### config.mk
export PLATFORM = sky130hd
export DESIGN_NAME = y_muldiv
export DESIGN_NICKNAME = d
export VERILOG_FILES = /design/src/rtl/y_muldiv.sv
export SDC_FILE = /design/constraint.sdc
export NUM_CORES = 1
export LEC_CHECK = 0
export ABC_AREA = 0
export BUFFER_PORTS_ARGS = -buffer_cell sky130_fd_sc_hd__buf_2
export CAP_MARGIN = 25
export CELL_PAD_IN_SITES_DETAIL_PLACEMENT = 2
export CELL_PAD_IN_SITES_GLOBAL_PLACEMENT = 2
export CORE_UTILIZATION = 36
export CTS_CLUSTER_SIZE = 10
export DETAILED_ROUTE_END_ITERATION = 8
export GPL_ROUTABILITY_DRIVEN = 0
export PLACE_DENSITY = 0.77
export SYNTH_ARGS = -nofsm -noshare
export SYNTH_HDL_FRONTEND = slang
export SYNTH_SLANG_ARGS = --single-unit
### constraint.sdc
create_clock -name clk -period 3.9 [get_ports clk]
set_input_delay 0.78 -clock clk [delete_from_list [all_inputs] [get_ports clk]]
set_output_delay 0.78 -clock clk [all_outputs]
set_load 0.005 [all_outputs]
### src/rtl/y_muldiv.sv
// Iterative multiply/divide unit: one bit per cycle, WIDTH cycles per operation.
// Define Y_MULDIV_SIGNED_EN to enable signed operands via op[2].
module y_muldiv #(
  parameter int WIDTH = 32
) (
  input  logic             clk,
  input  logic             rst_n,
  input  logic             start,
  input  logic [2:0]       op,
  input  logic [WIDTH-1:0] a,
  input  logic [WIDTH-1:0] b,
  output logic             busy,
  output logic             done,
  output logic             dbz,
  output logic [WIDTH-1:0] result
);
  localparam logic [1:0] S_IDLE = 2'd0;
  localparam logic [1:0] S_BUSY = 2'd1;
  localparam logic [1:0] S_DONE = 2'd2;
  localparam logic [WIDTH-1:0] ITER = WIDTH'(WIDTH);

  logic [1:0]         state_q, state_d;
  logic [WIDTH-1:0]   cnt_q, cnt_d;
  logic [WIDTH-1:0]   hi_q, hi_d, lo_q, lo_d, opb_q, opb_d, a_q, a_d;
  logic [WIDTH-1:0]   result_q, result_d;
  logic [1:0]         op_q, op_d;
  logic               dz_q, dz_d, dbz_q, dbz_d;
  logic               accept, last;
  logic [WIDTH-1:0]   ua, ub;
  logic [WIDTH:0]     add_s, rs, sub_s;
  logic [WIDTH-1:0]   step_hi, step_lo;
  logic [2*WIDTH-1:0] p_raw, p_fin;
  logic [WIDTH-1:0]   q_fin, r_fin;

  assign accept = start && (state_q != S_BUSY);
  assign last   = (state_q == S_BUSY) && (cnt_q == WIDTH'(1));

  // hi/lo hold {accumulator, multiplier} for multiply and {remainder, quotient} for divide
  assign add_s = {1'b0, hi_q} + {1'b0, opb_q};
  assign rs    = {hi_q, lo_q[WIDTH-1]};
  assign sub_s = rs - {1'b0, opb_q};
  assign {step_hi, step_lo} = op_q[1]
    ? {(sub_s[WIDTH] ? rs[WIDTH-1:0] : sub_s[WIDTH-1:0]), lo_q[WIDTH-2:0], ~sub_s[WIDTH]}
    : (lo_q[0] ? {add_s, lo_q[WIDTH-1:1]} : {1'b0, hi_q, lo_q[WIDTH-1:1]});
  assign p_raw = {step_hi, step_lo};

`ifdef Y_MULDIV_SIGNED_EN
  // Datapath runs on magnitudes; the sign is reapplied to the final value.
  logic neg_q, a_neg, b_neg;
  assign a_neg = op[2] & a[WIDTH-1];
  assign b_neg = op[2] & b[WIDTH-1];
  assign ua    = a_neg ? -a : a;
  assign ub    = b_neg ? -b : b;
  always_ff @(posedge clk) begin
    if (!rst_n)      neg_q <= 1'b0;
    else if (accept) neg_q <= (op[1:0] == 2'b11) ? a_neg : (a_neg ^ b_neg);
  end
  assign p_fin = neg_q ? -p_raw : p_raw;
  assign q_fin = neg_q ? -step_lo : step_lo;
  assign r_fin = neg_q ? -step_hi : step_hi;
`else
  logic unused_sgn;
  assign unused_sgn = op[2];
  assign ua    = a;
  assign ub    = b;
  assign p_fin = p_raw;
  assign q_fin = step_lo;
  assign r_fin = step_hi;
`endif

  always_comb begin
    state_d  = state_q;
    cnt_d    = cnt_q;
    hi_d     = hi_q;
    lo_d     = lo_q;
    opb_d    = opb_q;
    a_d      = a_q;
    op_d     = op_q;
    dz_d     = dz_q;
    dbz_d    = dbz_q;
    result_d = result_q;
    if (accept) begin
      state_d = S_BUSY;
      cnt_d   = ITER;
      hi_d    = '0;
      lo_d    = ua;
      opb_d   = ub;
      a_d     = a;
      op_d    = op[1:0];
      dz_d    = op[1] && (b == '0);
    end else if (state_q == S_BUSY) begin
      cnt_d = cnt_q - WIDTH'(1);
      hi_d  = step_hi;
      lo_d  = step_lo;
      if (last) begin
        state_d = S_DONE;
        dbz_d   = dz_q;
        case (op_q)
          2'b00:   result_d = p_fin[WIDTH-1:0];
          2'b01:   result_d = p_fin[2*WIDTH-1:WIDTH];
          2'b10:   result_d = dz_q ? '1 : q_fin;
          default: result_d = dz_q ? a_q : r_fin;
        endcase
      end
    end else if (state_q == S_DONE) begin
      state_d = S_IDLE;
    end
  end

  always_ff @(posedge clk) begin
    if (!rst_n) begin
      state_q  <= S_IDLE;
      cnt_q    <= '0;
      hi_q     <= '0;
      lo_q     <= '0;
      opb_q    <= '0;
      a_q      <= '0;
      op_q     <= '0;
      dz_q     <= 1'b0;
      dbz_q    <= 1'b0;
      result_q <= '0;
    end else begin
      state_q  <= state_d;
      cnt_q    <= cnt_d;
      hi_q     <= hi_d;
      lo_q     <= lo_d;
      opb_q    <= opb_d;
      a_q      <= a_d;
      op_q     <= op_d;
      dz_q     <= dz_d;
      dbz_q    <= dbz_d;
      result_q <= result_d;
    end
  end

  assign busy   = (state_q == S_BUSY);
  assign done   = (state_q == S_DONE);
  assign dbz    = dbz_q;
  assign result = result_q;
endmodule

==> Yosys cells after proc, flatten, opt, wreduce, memory -nomap -nowiden <==
Cells that the tools add are included.
W data, S select, Z words.
{ "word_totals": {"ram_bits": 0, "reg_bits": 198, "n_memories": 0, "output_inout_bits": 35, "latchBits": 0, "romBits": 0} }
{ "classes": {"n_div": 0, "multipliers": 0, "n_shift": 0, "eq_ne": 8, "mux": 14, "add_sub_neg": 3, "bitwise_logic": 3, "n_reduce_logical": 12, "n_lt_le_gt_ge": 0} }
{ "ops": {"columns": ["op", "count"], "rows": [
  ["$mux W32", 5],
  ["$mux W64", 2],
  ["$pmux W32 S3", 1],
  ["$add A32 B32 Y33", 1],
  ["$sub A33 B32 Y33", 1],
  ["$eq A32 B1 Y1 const B", 1],
  ["$logic_not A32 Y1", 1],
  ["$sub A32 B1 Y32 const B", 1],
  ["$mux W6", 2],
  ["$mux W2", 3],
  ["$eq A2 B1 Y1 const B", 2],
  ["$eq A2 B2 Y1 const B", 2],
  ["$ne A2 B1 Y1 const B", 2],
  ["$reduce_and A2 Y1", 2],
  ["$reduce_bool A2 Y1", 2],
  ["$logic_and A1 B1 Y1", 3],
  ["$ne A3 B1 Y1 const B", 1],
  ["$not A1 Y1", 3],
  ["$reduce_and A3 Y1", 1],
  ["$reduce_bool A3 Y1", 1],
  ["$logic_not A2 Y1", 1],
  ["$reduce_or A2 Y1", 1],
  ["$mux W1", 1]
]} }

==> Logic depth before layout (Yosys ltp) <==
{ "logic_depth": {"depth_word": 5, "mapped_depth": 16} }

==> Worst setup path before layout <==
No wires, ideal clock.
{ "synth_timing": {"kind": "register to register", "startpoint": "register lo_q[31]", "endpoint": "register result_q[26] (netlist: result[26])", "stages_incl_launch_ff": 15, "arrival_ns": 3.278, "period_less_slack_ns": 3.395, "setup_time_ns": 0.117, "setup_slack_ns": 0.505, "path_buffers": 1, "path_cell_list": "dfxtp_1 > inv_1 > ha_1 > inv_1 > fa_1 > a211oi_1 > o21ai_1 > o2111a_1 > o41ai_2 > o311ai_4 > xor2_4 > buf_4 > mux2i_1 > nand3_1 > a32o_1"} }
{ "synth_between": {"elab_chain_cells": 5} }
{ "synth_rtl": {"columns": ["element", "line_no", "rtl"], "rows": [
  ["start, declared", "24", "logic [WIDTH-1:0] hi_q, hi_d, lo_q, lo_d, opb_q, opb_d, a_q, a_d;"],
  ["start signal, assigned", "126", "lo_q <= lo_d;"],
  ["$sub A33 B32 Y33 (*)", "41", "assign sub_s = rs - {1'b0, opb_q};"],
  ["$mux W32 (*)", "43", "? {(sub_s[WIDTH] ? rs[WIDTH-1:0] : sub_s[WIDTH-1:0]), lo_q[WIDTH-2:0], ~sub_s[WIDTH]}"],
  ["$mux W64 (*)", "43", null],
  ["$mux W32", "102", "default: result_d = dz_q ? a_q : r_fin;"],
  ["$pmux W32 S3 (*)", "98", "case (op_q)"],
  ["end signal, assigned", "132", "result_q <= result_d;"],
  ["end, declared", "25", "logic [WIDTH-1:0] result_q, result_d;"]
]} }
Every way passes the cells marked *; elsewhere a longest branch is shown, timed or not.
A chain may end at the register's enable or synchronous reset.

==> Final worst setup path <==
{ "layout_timing": {"startpoint": "register lo_q[31]", "endpoint": "register result_q[10] (netlist: result[10])"} }
The elaborated chain is that of the path after synthesis.

==> impl_metrics.env <==
export IMPL_status="completed"
export IMPL_synth_warnings=0
export IMPL_clock_sinks=198
export IMPL_max_stage_delay_ps=370
export IMPL_die_area_sq_um=38000
export IMPL_crit_top_cell="inv_1"
export IMPL_n_antenna_cell=0
export IMPL_synth_flop_cell="dfxtp_1"
export IMPL_grt_pass1_wl_mm=86.6
export IMPL_maxCapViolCount=0
export IMPL_start_kind="register"
export IMPL_chipHeight_microns=195
export IMPL_drive_above_1_share_pct=13.5
export IMPL_initialDrtViolationCount=615
export IMPL_cp_arrival_ps=4240
export IMPL_synth_edf_count=0
export IMPL_drv_slew=0
export IMPL_syn2layout_area_growth_pct=13.9
export IMPL_fin_crit_sh_pct=98.3
export IMPL_irDropWorstVdd_mv=0.361
export IMPL_crit_type="reg2reg"
export IMPL_finalInstanceArea_sq_um=15300
export IMPL_hold_class="reg2reg"
export IMPL_setup_viol=0
export IMPL_avgRoutedWirePerCell_microns=24.1
export IMPL_max_clock_freq_ghz=0.261
export IMPL_worst_path_dominant_cell_family="compound AO/OA/AOI/OAI gates"
export IMPL_slowest_stage="fa_2"
export IMPL_skew_ps=26.2
export IMPL_cts_inserted_buffers=17
export IMPL_drtAntennaViolNets=0
export IMPL_cp_cell_sequence="inv_1, ha_2, inv_1, fa_2, a211oi_2, o21ai_2, o2111a_2, o41ai_2, buf_4, o311ai_4, xnor2_4, buf_12, nand2_1, o211ai_1, nand4_1, a21oi_2"
export IMPL_clkTransAtPathRegs_ps=80
export IMPL_ys_types=80
export IMPL_crit_path_end_kind="register"
export IMPL_p_per_area_nw_per_um2=399
export IMPL_fin_tns_setup_ps=0
export IMPL_gr_total_overflow=0
export IMPL_cp_max_fo=15
export IMPL_drt_vias_per_instance=6.03
export IMPL_drc_errors=0
export IMPL_cts_tree="done"
export IMPL_synth_net_count=1919
export IMPL_row_count=70
export IMPL_yosysSeqAreaShare_pct=29.6
export IMPL_ios=105
export IMPL_post_cts_buffers=0
export IMPL_vias=14000
export IMPL_cp_buffers_inverters=4
export IMPL_initial_utilization_pct=36.6
export IMPL_synth_cells=1778
export IMPL_grt_pass1_vias=15100
export IMPL_synthArstFlopShare_pct=0
export IMPL_core_sq_um=36600
export IMPL_dp_hpwl_mm=40.3
export IMPL_required_ps=4300
export IMPL_synth_area_sq_um=13400
export IMPL_drt_wl_total_mm=56.2
export IMPL_drt_pass1_iterations=4
export IMPL_ys_ff_latch=198
export IMPL_root_buffer="clkbuf_16"
export IMPL_relSlewSlack_pct=32.3
export IMPL_worstMarginPinSlew_ps=1010
export IMPL_htree_levels=4
export IMPL_antenna_found_initial=0
export IMPL_hold_violations=0
export IMPL_worstSkewPairLatency_ps=480
export IMPL_die_w_microns=195
export IMPL_p_leak_nw=6.16
export IMPL_period_minus_slack_ps=3830
export IMPL_grt_max_degree=68
export IMPL_grt_use_total_pct=29.4
export IMPL_place_area_sq_um=14500
export IMPL_reg2reg_slack_ps=70
export IMPL_clk_path_buf_depth=2
export IMPL_portBuffers=103
export IMPL_layout_nets=1987
export IMPL_fillCellCount=4250
export IMPL_synth_area_per_cell_sq_um=7.54
export IMPL_worst_hold_slack_ps=467
-- cells by family after synthesis --
logic type | after synthesis | share of synthesized area [%]
XOR/XNOR | 76 | 5.11
flip-flops | 198 | 29.6
adder cells (fa/ha/maj) | 71 | 6.74
buffers and inverters | 179 | 5.58
AO/OA/AOI/OAI | 560 | 26.9
multiplexers | 55 | 4.15
AND/OR/NAND/NOR | 639 | 21.9
-- Yosys cell counts (7+ instances only) --
cell	instances	share of area (%)
xor2_1	35	2.3
o22ai_1	20	0.93
buf_2	8	0.30
xnor2_1	40	2.6
o21ai_0	89	3.3
a21o_1	30	1.7
dfxtp_1	198	30
o211ai_1	32	1.8
a21oi_1	185	6.9
nor4_1	15	0.70
nand4_1	17	0.79
nor2b_1	41	1.9
or3_1	12	0.56
and2_1	7	0.33
and3_1	20	0.93
clkbuf_1	88	2.5
o21a_1	9	0.50
nor3_1	39	1.5
nor2_1	126	3.5
inv_1	63	1.8
o21bai_1	8	0.45
nand3_1	36	1.3
nand2_1	289	8.1
a31oi_1	26	1.2
nand2b_1	12	0.56
a311oi_1	7	0.46
ha_1	69	6.4
a211oi_1	72	4.0
buf_1	11	0.31
a211o_1	7	0.46
mux2i_1	50	3.7
-- power by group --
group	switching, mW	internal (mW)
Combinational	1.21	0.728
Clock	0.951	0.911
Sequential	0.156	2.15
-- state kept, by name, summed over array words and instances, names as in the netlist --
name	count
a_q	32
state_q	2
op_q	2
dz_q	1
dbz	1
cnt_q	32
result	32
opb_q	32
lo_q	32
hi_q	32
-- cell type report --
| cell class | count | area (sq um) | area share (%) |
|---|---|---|---|
| Timing Repair Buffer | 164 | 1060 | 6.95 |
| Sequential cell | 198 | 3970 | 26.0 |
| Clock inverter | 15 | 168 | 1.10 |
| Inverter | 64 | 241 | 1.58 |
| Tap cell | 468 | 586 | 3.83 |
| Multi-Input combinational cell | 1401 | 8820 | 57.8 |
| Clock buffer | 17 | 425 | 2.79 |
-- per-stage QoR --
step	setup WS (ps)	utilization, %	std cells	power (mW)
floorplan	505	-	1778	3.55
global placement	-14.4	39.7	2293	4.12
detailed placement	-112	39.7	2293	4.20
CTS	14.2	41.3	2325	6.08
global route	-107	41.7	2327	6.39
finish	67.8	41.7	2327	6.10
-- layout by cell type (no fill, tap or decap), types with 7 or more instances in the layout --
master,instances
buf_4,55
inv_1,63
o21a_1,9
nand2b_1,12
dfxtp_1,196
and3_1,20
o21ai_0,88
o22ai_1,19
nor3_1,39
a211oi_1,70
nor2_1,125
buf_2,103
o211ai_1,32
mux2i_1,49
nand2_1,287
a21o_1,30
nand3_1,36
nand4_1,17
clkbuf_16,18
o21bai_1,8
a211o_1,7
xnor2_1,39
a21oi_1,183
xor2_1,35
nor4_1,15
nor2b_1,40
a31oi_1,22
and2_1,7
ha_1,67
or3_1,12
-- worst paths after layout --
path / from / endpoint / cells past startpoint
worst min register to register: a_q[8]$_SDFFE_PN0P_ / a_q[8]$_SDFFE_PN0P_ / 2
worst min-delay path: a_q[8]$_SDFFE_PN0P_ / a_q[8]$_SDFFE_PN0P_ / 2
worst max-delay path: lo_q[31]$_SDFFE_PN0P_ / result[10]$_SDFFE_PN0P_ / 16
worst max register to register: lo_q[31]$_SDFFE_PN0P_ / result[10]$_SDFFE_PN0P_ / 16
-- what timing repair did --
| action | CTS | global route |
|---|---|---|
| gates cloned | 0 | 1 |
| gates resized for setup | 3 | 19 |
| pin swaps | 0 | 2 |
| endpoints found under the setup margin | 3 | 55 |
| hold buffers | 0 | 0 |
-- metal layers --
metal | GRT usage, % | vias to the layer above | part of all wire [%]
li1 | - | 6539 | -
met1 | 34.6 | 7176 | 43
met2 | 53.9 | 219 | 51
met3 | 3.89 | 92 | 2.6
met4 | 11.1 | 0 | 3.4
met5 | 0 | - | 0
-- worst reg2reg max path, delay by kind of cell (launching register included) --
kind | cells | cell delay [ps]
DFF | 1 | 320
and+or+nand+nor | 2 | 370
AOI/OAI and AO/OA | 7 | 1620
adders and majority gates | 2 | 590
xor gates and xnor gates | 1 | 340
buffers and inverters | 4 | 560
No activity file was read; power rests on OpenSTA's default activity.
